## src/rtl/local_inject_arbiter.sv

```systemverilog
// Packet-granular round-robin arbiter sharing one router local injection port among NUM_REQ sources.
// Optional per-requester completed-packet counters are enabled by defining ARB_PKT_CNT_EN.
module local_inject_arbiter #(
   parameter int unsigned NUM_REQ    = 4,
   parameter int unsigned DATA_WIDTH = 32,
   parameter int unsigned IDX_W      = $clog2(NUM_REQ)
) (
   input  logic                          clk,
   input  logic                          reset,
   input  logic [NUM_REQ-1:0]            Valid_req,
   input  logic [NUM_REQ*DATA_WIDTH-1:0] Data_req,
   input  logic [NUM_REQ-1:0]            Last_req,
   output logic [NUM_REQ-1:0]            Ready_req,
   output logic                          Valid_out,
   output logic [DATA_WIDTH-1:0]         Data_out,
   output logic                          Last_out,
   input  logic                          Ready_out,
   output logic [IDX_W-1:0]              grant_id,
`ifdef ARB_PKT_CNT_EN
   output logic [NUM_REQ*10-1:0]         pkt_cnt,
`endif
   output logic                          busy
);

   typedef enum logic {StArb, StLock} state_e;

   state_e           state_q, state_d;
   logic [IDX_W-1:0] rr_ptr_q, rr_ptr_d;
   logic [IDX_W-1:0] grant_q, grant_d;
   logic [IDX_W-1:0] winner;
   logic             found;
   int unsigned      cand;
   logic             hs_tail;

   // Rotating priority: first requesting index at or above rr_ptr, wrapping.
   always_comb begin
      winner = rr_ptr_q;
      found  = 1'b0;
      cand   = 0;
      for (int unsigned k = 0; k < NUM_REQ; k++) begin
         cand = (32'(rr_ptr_q) + k) % NUM_REQ;
         if (!found && Valid_req[cand]) begin
            found  = 1'b1;
            winner = IDX_W'(cand);
         end
      end
   end

   // Combinational pass-through from the owner while locked.
   always_comb begin
      Valid_out = 1'b0;
      Data_out  = '0;
      Last_out  = 1'b0;
      Ready_req = '0;
      if (state_q == StLock) begin
         Valid_out          = Valid_req[grant_q];
         Ready_req[grant_q] = Ready_out;
         if (Valid_req[grant_q]) begin
            Data_out = Data_req[grant_q*DATA_WIDTH +: DATA_WIDTH];
            Last_out = Last_req[grant_q];
         end
      end
   end

   assign hs_tail = Valid_out & Ready_out & Last_out;

   always_comb begin
      state_d  = state_q;
      rr_ptr_d = rr_ptr_q;
      grant_d  = grant_q;
      unique case (state_q)
         StArb: begin
            if (found) begin
               grant_d = winner;
               state_d = StLock;
            end
         end
         StLock: begin
            if (hs_tail) begin
               state_d  = StArb;
               rr_ptr_d = (32'(grant_q) == NUM_REQ - 1) ? '0 : grant_q + 1'b1;
            end
         end
         default: state_d = StArb;
      endcase
   end

`ifdef ARB_PKT_CNT_EN
   logic [NUM_REQ-1:0][9:0] cnt_q, cnt_d;

   always_comb begin
      cnt_d = cnt_q;
      if (hs_tail) begin
         cnt_d[grant_q] = cnt_q[grant_q] + 10'd1;
      end
   end

   assign pkt_cnt = cnt_q;
`endif

   always_ff @(posedge clk) begin
      if (reset) begin
         state_q  <= StArb;
         rr_ptr_q <= '0;
         grant_q  <= '0;
`ifdef ARB_PKT_CNT_EN
         cnt_q    <= '0;
`endif
      end else begin
         state_q  <= state_d;
         rr_ptr_q <= rr_ptr_d;
         grant_q  <= grant_d;
`ifdef ARB_PKT_CNT_EN
         cnt_q    <= cnt_d;
`endif
      end
   end

   assign busy     = (state_q == StLock);
   assign grant_id = grant_q;

endmodule

```

## config.mk

```make
export PLATFORM = sky130hd
export DESIGN_NAME = local_inject_arbiter
export DESIGN_NICKNAME = d
export VERILOG_FILES = /design/src/rtl/local_inject_arbiter.sv
export SDC_FILE = /design/constraint.sdc
export NUM_CORES = 1
export LEC_CHECK = 0
export BUFFER_PORTS_ARGS = -buffer_cell sky130_fd_sc_hd__buf_2
export CAP_MARGIN = 40
export CORE_AREA = 2 2 70 72
export DETAILED_ROUTE_END_ITERATION = 6
export DIE_AREA = 0 0 72 74
export GPL_ROUTABILITY_DRIVEN = 0
export GPL_TIMING_DRIVEN = 0
export HOLD_SLACK_MARGIN = 0.03
export PLACE_DENSITY = 0.8
export SLEW_MARGIN = 25
export SYNTH_ARGS = -nofsm -noshare
export SYNTH_HDL_FRONTEND = slang
export SYNTH_SLANG_ARGS = --single-unit
```

## constraint.sdc

```tcl
create_clock -name clk -period 3.95 [get_ports clk]
set_input_delay 0.79 -clock clk [delete_from_list [all_inputs] [get_ports clk]]
set_output_delay 0.79 -clock clk [all_outputs]
set_load 0.01 [all_outputs]
```

# Word level (Yosys, flattened, before mapping)

Index checks and enable logic that the tools add are counted.

Memory bits (read-only): 0
Flip-flop bits (word level): 5
Input bits: 139
Memories kept: 0
Latch bits: 0
RAM bits: 0

Shifts and indexed selects: 1
Equality and inequality tests: 1
Divide/modulo/power cells: 0
Add/sub/neg operators: 4
Multiply operators: 0
Magnitude comparators: 6
Mux-type cells: 31
Bitwise logic cells: 4
Reductions and logical operators: 9

Operator list:

| operator                                                                            | count |
|---|---|
| 128-bit by 8-bit variable part select with 32-bit output                            | 1 |
| 32-bit two-way mux                                                                  | 2 |
| 1-bit two-way mux                                                                   | 16 |
| 2-bit by 3-bit < comparator with 1-bit output, second input constant                | 5 |
| 1-bit binary-select mux with 2-bit select                                           | 6 |
| 2-bit two-way mux                                                                   | 4 |
| 2-bit by 1-bit adder with 2-bit output, second input constant                       | 2 |
| 2-bit adder, second input constant                                                  | 2 |
| 4-bit bitwise AND                                                                   | 1 |
| 1-bit logical AND                                                                   | 4 |
| 4-bit two-way mux                                                                   | 1 |
| 2-bit AND reduction                                                                 | 2 |
| 1-bit logical NOT                                                                   | 3 |
| 1-bit bitwise AND                                                                   | 2 |
| 1-bit demux with 2-bit select                                                       | 1 |
| 2-bit == test, second input constant                                                | 1 |
| 2-bit by 1-bit greater-or-equal comparator with 1-bit output, second input constant | 1 |
| 1-bit case mux with 2 select lines                                                  | 1 |
| 1-bit inverter                                                                      | 1 |

# Depth between registers and ports, before layout

Gate-level depths: netlist (run 1).

Depth in word-level cells: 14
Mapped depth: 6
Mapped depth without buffers: 4

# Worst setup path after synthesis (run 1)

Ideal clock, no wire load.

Kind: input-to-output
Start: input port Valid_req[3]
End: output port Data_out[23]
Arrival time: 1702 ps
Path buffers: 1
Setup slack: 1458 ps
Cell stages on the path: 3
Required time: 3160 ps
Path through: mux4_2 clkbuf_1 and3_1

Word-level cells in the longest chain between the ends: 4

Ends and longest elaborated chain:

| what                                      | RTL line | text |
|---|---|---|
| start: declaration                        | 10       | `input logic [NUM_REQ-1:0] Valid_req,` |
| 1-bit binary-select mux with 2-bit select | 58       | `if (Valid_req[grant_q]) begin` |
| 1-bit two-way mux (implied by the code)   | 58       |  |
| 32-bit two-way mux                        | 58       |  |
| 32-bit two-way mux                        | 55       | `if (state_q == StLock) begin` |
| end: declaration                          | 15       | `output logic [DATA_WIDTH-1:0] Data_out,` |

Every way passes these cells. The select of a mux whose other input is x is not followed.

# Worst setup path in the final report (run 1)

Start: input port Valid_req[0]
End: output port Data_out[29]

The elaborated chain is that of the path after synthesis.

==> metrics.txt, run 1 <==
# TYPE chip_impl_metric gauge
chip_impl_metric{name="path_max_fanout",unit=""} 10
chip_impl_metric{name="synth_seq_cells",unit=""} 5
chip_impl_metric{name="power.switching_fraction",unit="%"} 36.6
chip_impl_metric{name="p_int",unit="mW"} 0.309
chip_impl_metric{name="dieHeight",unit="um"} 74
chip_impl_metric{name="worst-r2r-cell-count",unit=""} 4
chip_impl_metric{name="stdcell_area",unit="sq um"} 2500
chip_impl_metric{name="p_leak",unit="nW"} 1.40
chip_impl_metric{name="detailed_place.area",unit="sq um"} 2450
chip_impl_info{name="reg2reg_from",value="grant_id[0]"} 1
chip_impl_metric{name="via_per_inst",unit=""} 5.19
chip_impl_metric{name="postRouteWirelength",unit="um"} 5870
chip_impl_metric{name="layout_cell_share_with_drive_strength_beyond_1",unit="%"} 69.1
chip_impl_metric{name="h_tree_level_count",unit=""} 1
chip_impl_metric{name="fp-row-count",unit=""} 25
chip_impl_info{name="synth.top_cells.by_count",value="and3_1, mux4_2, clkbuf_1"} 1
chip_impl_metric{name="route.detailed.wl_per_inst",unit="um"} 15.8
chip_impl_metric{name="route.antenna.remaining_nets",unit=""} 0
chip_impl_metric{name="drtPass1Iterations",unit=""} 4
chip_impl_metric{name="maxSlewHeadroom",unit="%"} 71.8
chip_impl_metric{name="final-seq-area",unit="sq um"} 100
chip_impl_info{name="worst_setup_path_endpoint",value="Data_out[29]"} 1
chip_impl_metric{name="grt.overflow.total",unit=""} 0
chip_impl_metric{name="cap_violations",unit=""} 0
chip_impl_metric{name="placement.io_buffers",unit=""} 179
chip_impl_metric{name="post_cts_buffers",unit=""} 0
chip_impl_metric{name="pin_count_of_the_biggest_net_entering_global_routing",unit=""} 11
chip_impl_metric{name="cts_hold_fix_bufs",unit=""} 0
chip_impl_metric{name="ir_drop",unit="mV"} 0.182
chip_impl_info{name="type_of_destination_of_the_critical_path",value="output pin"} 1
chip_impl_metric{name="filler_cell_count",unit=""} 437
chip_impl_metric{name="hold_viol_final",unit=""} 0
chip_impl_metric{name="initial_utilization",unit="%"} 32.4
chip_impl_info{name="critical_path_class",value="input port to output pin"} 1
chip_impl_info{name="cts-root-buf",value="clkbuf_8"} 1
chip_impl_info{name="post-synth-top-count-cell",value="and3_1"} 1
chip_impl_metric{name="antennaDiodeCount",unit=""} 0
chip_impl_metric{name="yosys_warnings",unit=""} 0
chip_impl_metric{name="number_of_antenna_violations_at_the_first_check_in_global_routing",unit=""} 0
chip_impl_metric{name="gate_count_of_the_mapped_netlist",unit=""} 134
chip_impl_metric{name="remaining_drc_errors",unit=""} 0
chip_impl_info{name="synth_top_flop_cell",value="dfxtp_1"} 1
chip_impl_metric{name="placeableCoreArea",unit="sq um"} 4600
chip_impl_metric{name="max-clock-path-buffers",unit=""} 2
chip_impl_metric{name="io_pins",unit=""} 180
chip_impl_metric{name="cts_buffers",unit=""} 3
chip_impl_metric{name="synth-edff-count",unit=""} 0
chip_impl_metric{name="cts_sinks",unit=""} 5
chip_impl_metric{name="mappedNetlistArea",unit="sq um"} 1490
chip_impl_metric{name="combinationalPowerShare",unit="%"} 66.6
chip_impl_metric{name="min_period",unit="ps"} 2910
chip_impl_info{name="crit_start",value="Valid_req[0]"} 1
chip_impl_metric{name="synth_nets",unit=""} 277
chip_impl_info{name="crit_slowest_cell",value="mux4_2"} 1
chip_impl_metric{name="nNetsFinal",unit=""} 461
chip_impl_metric{name="post-route-period-util",unit="%"} 73.6
chip_impl_metric{name="asyncSetResetFlopFracSynth",unit="%"} 0
chip_impl_metric{name="dp.cells",unit=""} 367
chip_impl_info{name="rsz0062_at_grt",value="no"} 1
chip_impl_metric{name="synth.yosys.seq_area_share",unit="%"} 6.72
chip_impl_metric{name="final_core_util",unit="%"} 54.3
chip_impl_metric{name="worst-endpoint-arrival",unit="ps"} 2120
chip_impl_metric{name="timing.fmax",unit="MHz"} 344
chip_impl_metric{name="setup-violations-final",unit=""} 0
chip_impl_info{name="holdCritPathClass",value="flop to flop"} 1
chip_impl_metric{name="multi_input_comb_area",unit="sq um"} 1260
chip_impl_metric{name="power_per_cell_area",unit="nW/um^2"} 195
chip_impl_metric{name="slew_viol_final",unit=""} 0
chip_impl_metric{name="synth.lib_cells_used.distinct",unit=""} 30
chip_impl_metric{name="slowest_delay",unit="ps"} 590
chip_impl_metric{name="setup_tns",unit="ps"} 0
chip_impl_metric{name="worst_pin_slew",unit="ps"} 423
chip_impl_metric{name="setup_slack_of_the_worst_register_to_register_path",unit="ps"} 2230
chip_impl_metric{name="power.switching",unit="mW"} 0.178
chip_impl_metric{name="track_usage",unit="%"} 20.5
chip_impl_metric{name="cp.required",unit="ps"} 3160
chip_impl_metric{name="sequentialPowerShare",unit="%"} 13.0
chip_impl_metric{name="layoutNonFillerInstCount",unit=""} 371
chip_impl_info{name="crit_path_start_kind",value="input port"} 1
chip_impl_metric{name="dp_hpwl",unit="um"} 4890
chip_impl_info{name="yosysTopAreaCell",value="mux4_2"} 1
chip_impl_metric{name="die-area",unit="sq um"} 5330
chip_impl_info{name="cts_tree",value="done"} 1
chip_impl_metric{name="clk_pin_slew",unit="ps"} 40
chip_impl_metric{name="die_span_x",unit="um"} 72
chip_impl_info{name="outcome",value="finished, final reports clean"} 1
chip_impl_info{name="crit_top_cell",value="buf_2"} 1
chip_impl_metric{name="grt_pass1_vias",unit=""} 1818
chip_impl_metric{name="mean_instance_size_in_the_synthesized_netlist",unit="sq um"} 11.1
chip_impl_metric{name="grt_first_pass_wirelength",unit="um"} 8640
chip_impl_metric{name="clkLatencyLatePin",unit="ps"} 230
chip_impl_metric{name="finalWorstSetupSlack",unit="ps"} 1040
chip_impl_metric{name="layout-area-overhead-vs-synth",unit="%"} 67.7
chip_impl_metric{name="post_cts_resize_count",unit=""} 0
chip_impl_metric{name="fraction_of_synthesized_cell_area_taken_by_the_top_area_cell_type",unit="%"} 42.4
chip_impl_info{name="r2r_end",value="rr_ptr_q[1]"} 1
chip_impl_info{name="critical_path.cell_chain",value="buf_2, mux4_2, clkbuf_1, and3_1, buf_2"} 1
chip_impl_metric{name="dp_slack",unit="ps"} 1040
chip_impl_metric{name="overall_power_after_layout",unit="mW"} 0.487
chip_impl_metric{name="initialDrtViolationCount",unit=""} 58
chip_impl_metric{name="hold_slack",unit="ps"} 500
chip_impl_metric{name="pwr-share-clk",unit="%"} 20.4
chip_impl_metric{name="via_count",unit=""} 1927
chip_impl_info{name="synth.area.top_cells",value="mux4_2, and3_1, mux4_1, dfxtp_1, ha_1"} 1
chip_impl_metric{name="fin_skew",unit="ps"} 2.25
-- critical path: cells and delay by family --
kind | cells | cell delay (ps)
muxes | 1 | 590
and+or+nand+nor | 1 | 220
buffers and inverters | 3 | 520
-- power by group through the flow --
stage | clock, mW | sequential [mW] | combinational, mW
2_1_floorplan | 0 | 0.0629 | 0.191
3_3_place_gp | 0 | 0.0642 | 0.320
3_5_place_dp | 0 | 0.0641 | 0.326
4_1_cts | 0.100 | 0.0635 | 0.327
5_1_grt | 0.107 | 0.0643 | 0.353
6_report | 0.0994 | 0.0634 | 0.324
-- worst min path at each step --
stage	from	to	slack [ps]	cells after the start
after global placement	rr_ptr_q[0]	rr_ptr_q[0]	500	2
after detailed placement	rr_ptr_q[0]	rr_ptr_q[0]	490	2
after global routing	rr_ptr_q[0]	rr_ptr_q[0]	550	2
after floorplan	rr_ptr_q[0]	rr_ptr_q[0]	460	2
final	rr_ptr_q[0]	rr_ptr_q[0]	500	2
after CTS	rr_ptr_q[0]	rr_ptr_q[0]	500	2
-- sequential cells by signal, indices dropped and copies added (netlist names) --
name and cells:
grant_id 2, rr_ptr_q 2, busy 1
-- placed cells by master (no fill, tap or decap), drive strengths merged, types with 2 or more instances in the layout --
cell type	netlist	final
nand3	2	2
inv	5	5
clkbuf	7	11
nor2	3	3
dfxtp	5	5
mux4	33	33
nand2b	4	4
mux2i	2	2
ha	4	4
and3	37	37
o22ai	2	2
buf	8	187
nand2	5	5
a21oi	3	3
nand3b	2	2
-- logic make-up after synthesis --
kind of cell / count (synthesis) / synth area share [%]
muxes: 35 / 52.5
DFF: 5 / 6.72
adders and majority gates: 4 / 3.36
AOI/OAI and AO/OA: 11 / 5.04
and+or+nand+nor: 59 / 23.8
buffers and inverters: 20 / 8.57
-- per-layer routing --
layer,track usage [%],routed length [um],up-vias
met2,38.0,3160,98
met1,25.1,2170,899
met3,2.71,439,10
li1,-,-,920
met4,5.45,103,0
met5,0,0,-
-- cell type report --
class | count | area share [%]
plain buffers | 15 | 4.36
clock buffers | 4 | 1.80
inverters | 5 | 0.752
multi-input cells | 109 | 50.5
flip-flops and latches | 5 | 4.01
well taps | 54 | 2.71
repair buffers | 179 | 35.9
No activity file was read; power rests on OpenSTA's default activity.
==> inputs of run 2 (changes only) <==
- CORE_AREA: 2 2 70 72 -> unset
- CORE_ASPECT_RATIO: unset -> 0.9
- CORE_MARGIN: unset -> 2
- CORE_UTILIZATION: unset -> 34
- DIE_AREA: 0 0 72 74 -> unset
- PLACE_DENSITY: 0.8 -> 0.83
- clock period: 3.95 -> 3 ns (I/O delays scaled with it)
==> run 2 against run 1 <==
Against the previous run:
- register-to-register slack worse by 980 ps
- largest power group unchanged
- sequential cell count unchanged
- worst setup slack worse by 630 ps
- total power up 32%
- critical endpoint is now Data_out[28]
- sequential power up 32%
- worst hold slack better by 13 ps
- via count up 0.93%
- critical path type is now flop to output pin
- count of clock-buffer cells in the layout unchanged
- clock skew down 0.88 ps
- routed wire length up 3.2%
==> metrics.txt, run 2 (synthesized netlist as in run 1, its figures left out) <==
# TYPE chip_impl_metric gauge
chip_impl_info{name="outcome",value="finished, final reports clean"} 1
chip_impl_metric{name="path_max_fanout",unit=""} 10
chip_impl_metric{name="die-area",unit="sq um"} 4930
chip_impl_metric{name="grt_first_pass_wirelength",unit="um"} 8830
chip_impl_metric{name="cts_sinks",unit=""} 5
chip_impl_info{name="reg2reg_from",value="grant_id[0]"} 1
chip_impl_metric{name="antennaDiodeCount",unit=""} 0
chip_impl_info{name="critical_path_class",value="flop to output pin"} 1
chip_impl_metric{name="worst-endpoint-arrival",unit="ps"} 1990
chip_impl_metric{name="route.detailed.wl_per_inst",unit="um"} 16.6
chip_impl_metric{name="worst_pin_slew",unit="ps"} 437
chip_impl_metric{name="cp.required",unit="ps"} 2400
chip_impl_info{name="layout_commonest_cell",value="buf_2"} 1
chip_impl_metric{name="cts_buffers",unit=""} 3
chip_impl_metric{name="via_count",unit=""} 1945
chip_impl_info{name="r2r_end",value="rr_ptr_q[1]"} 1
chip_impl_metric{name="power.switching_fraction",unit="%"} 36.7
chip_impl_info{name="crit_path_start_kind",value="flop"} 1
chip_impl_metric{name="h_tree_level_count",unit=""} 1
chip_impl_metric{name="remaining_drc_errors",unit=""} 0
chip_impl_metric{name="track_usage",unit="%"} 23.6
chip_impl_metric{name="drtPass1Iterations",unit=""} 4
chip_impl_info{name="cts_tree",value="done"} 1
chip_impl_metric{name="number_of_antenna_violations_at_the_first_check_in_global_routing",unit=""} 0
chip_impl_metric{name="min_period",unit="ps"} 2590
chip_impl_info{name="worst_setup_path_endpoint",value="Data_out[28]"} 1
chip_impl_metric{name="cts_hold_fix_bufs",unit=""} 0
chip_impl_metric{name="dp_slack",unit="ps"} 458
chip_impl_metric{name="fp-row-count",unit=""} 22
chip_impl_metric{name="timing.fmax",unit="MHz"} 386
chip_impl_metric{name="io_pins",unit=""} 180
chip_impl_metric{name="power_per_cell_area",unit="nW/um^2"} 258
chip_impl_metric{name="dp_hpwl",unit="um"} 5220
chip_impl_metric{name="combinationalPowerShare",unit="%"} 67.3
chip_impl_metric{name="placeableCoreArea",unit="sq um"} 4130
chip_impl_metric{name="nNetsFinal",unit=""} 461
chip_impl_metric{name="setup_slack_of_the_worst_register_to_register_path",unit="ps"} 1250
chip_impl_info{name="rsz0062_at_grt",value="no"} 1
chip_impl_metric{name="setup_tns",unit="ps"} 0
chip_impl_metric{name="ir_drop",unit="mV"} 0.287
chip_impl_metric{name="via_per_inst",unit=""} 5.33
chip_impl_metric{name="hold_slack",unit="ps"} 513
chip_impl_metric{name="initial_utilization",unit="%"} 36.1
chip_impl_metric{name="slew_viol_final",unit=""} 0
chip_impl_metric{name="pin_count_of_the_biggest_net_entering_global_routing",unit=""} 11
chip_impl_metric{name="cap_violations",unit=""} 0
chip_impl_metric{name="fin_skew",unit="ps"} 1.37
chip_impl_metric{name="maxSlewHeadroom",unit="%"} 70.8
chip_impl_metric{name="post_cts_buffers",unit=""} 0
chip_impl_metric{name="post-route-period-util",unit="%"} 86.3
chip_impl_metric{name="p_int",unit="mW"} 0.406
chip_impl_metric{name="clkLatencyLatePin",unit="ps"} 230
chip_impl_metric{name="clk_pin_slew",unit="ps"} 30
chip_impl_metric{name="route.antenna.remaining_nets",unit=""} 0
chip_impl_info{name="cts-root-buf",value="clkbuf_8"} 1
chip_impl_metric{name="hold_viol_final",unit=""} 0
chip_impl_metric{name="grt.overflow.total",unit=""} 0
chip_impl_info{name="crit_start",value="grant_id[0]"} 1
chip_impl_metric{name="setup-violations-final",unit=""} 0
chip_impl_metric{name="post_cts_resize_count",unit=""} 0
chip_impl_metric{name="finalWorstSetupSlack",unit="ps"} 410
chip_impl_metric{name="placement.io_buffers",unit=""} 179
chip_impl_metric{name="die_span_x",unit="um"} 73.8
chip_impl_metric{name="initialDrtViolationCount",unit=""} 64
chip_impl_metric{name="postRouteWirelength",unit="um"} 6060
chip_impl_metric{name="max-clock-path-buffers",unit=""} 2
chip_impl_metric{name="sequentialPowerShare",unit="%"} 13.0
chip_impl_info{name="holdCritPathClass",value="flop to flop"} 1
chip_impl_metric{name="p_leak",unit="nW"} 1.40
chip_impl_info{name="type_of_destination_of_the_critical_path",value="output pin"} 1
chip_impl_metric{name="power.switching",unit="mW"} 0.236
chip_impl_info{name="layout.cells.most_common_list",value="buf_2, and3_1, mux4_2, clkbuf_1"} 1
chip_impl_metric{name="worst-r2r-cell-count",unit=""} 4
chip_impl_metric{name="layout_cell_share_with_drive_strength_beyond_1",unit="%"} 69.1
chip_impl_metric{name="grt_pass1_vias",unit=""} 1941
chip_impl_metric{name="dieHeight",unit="um"} 66.8
chip_impl_metric{name="pwr-share-clk",unit="%"} 19.7
chip_impl_metric{name="layout-area-overhead-vs-synth",unit="%"} 67.2
run 2: cell counts in the layout (fill, tap and decap cells not counted):
Identical to the previous run, type by type.
run 2: worst min-delay path by stage:
stage	endpoint	start	depth (start not counted)
floorplan	rr_ptr_q[0]	rr_ptr_q[0]	2
global placement	rr_ptr_q[0]	rr_ptr_q[0]	2
detailed placement	rr_ptr_q[0]	rr_ptr_q[0]	2
CTS	rr_ptr_q[0]	rr_ptr_q[0]	2
global route	rr_ptr_q[0]	rr_ptr_q[0]	2
finish	rr_ptr_q[0]	rr_ptr_q[0]	2
run 2: layout make-up:
class | instances | area [sq um]
buffer | 15 | 109
clock buffer | 4 | 45.0
fill | 362 | 1640
inverter | 5 | 18.8
multi-input combinational | 109 | 1260
sequential | 5 | 100
tap | 48 | 60.1
timing repair buffer | 179 | 896
run 2: per-stage QoR:
stage	std cells	power [mW]	util, %	cell area (sq um)
2_1_floorplan	134	0.334	-	1490
3_3_place_gp	361	0.505	59.2	2440
3_5_place_dp	361	0.519	59.2	2440
4_1_cts	365	0.650	60.3	2490
5_1_grt	365	0.690	60.3	2490
6_report	365	0.642	60.3	2490
run 2: worst max-delay path: stages (launching register included):
cell      delay, ps
dfxtp_1         470
mux4_2          670
clkbuf_1        250
and3_1          230
buf_2           140
run 2: metal layers:
layer	global-route usage, %	share of wire, %	vias to the layer above
met4	7.73	1.9	0
met3	3.48	6.8	12
met5	0	0	-
met1	25.6	36	913
met2	45.9	55	97
li1	-	-	923
run 2: power groups by stage:
stage | Combinational [mW] | Clock (mW) | Sequential (mW)
detailed placement | 0.435 | 0 | 0.0840
finish | 0.432 | 0.126 | 0.0835
global route | 0.471 | 0.135 | 0.0845
CTS | 0.435 | 0.131 | 0.0831
global placement | 0.421 | 0 | 0.0841
floorplan | 0.251 | 0 | 0.0828
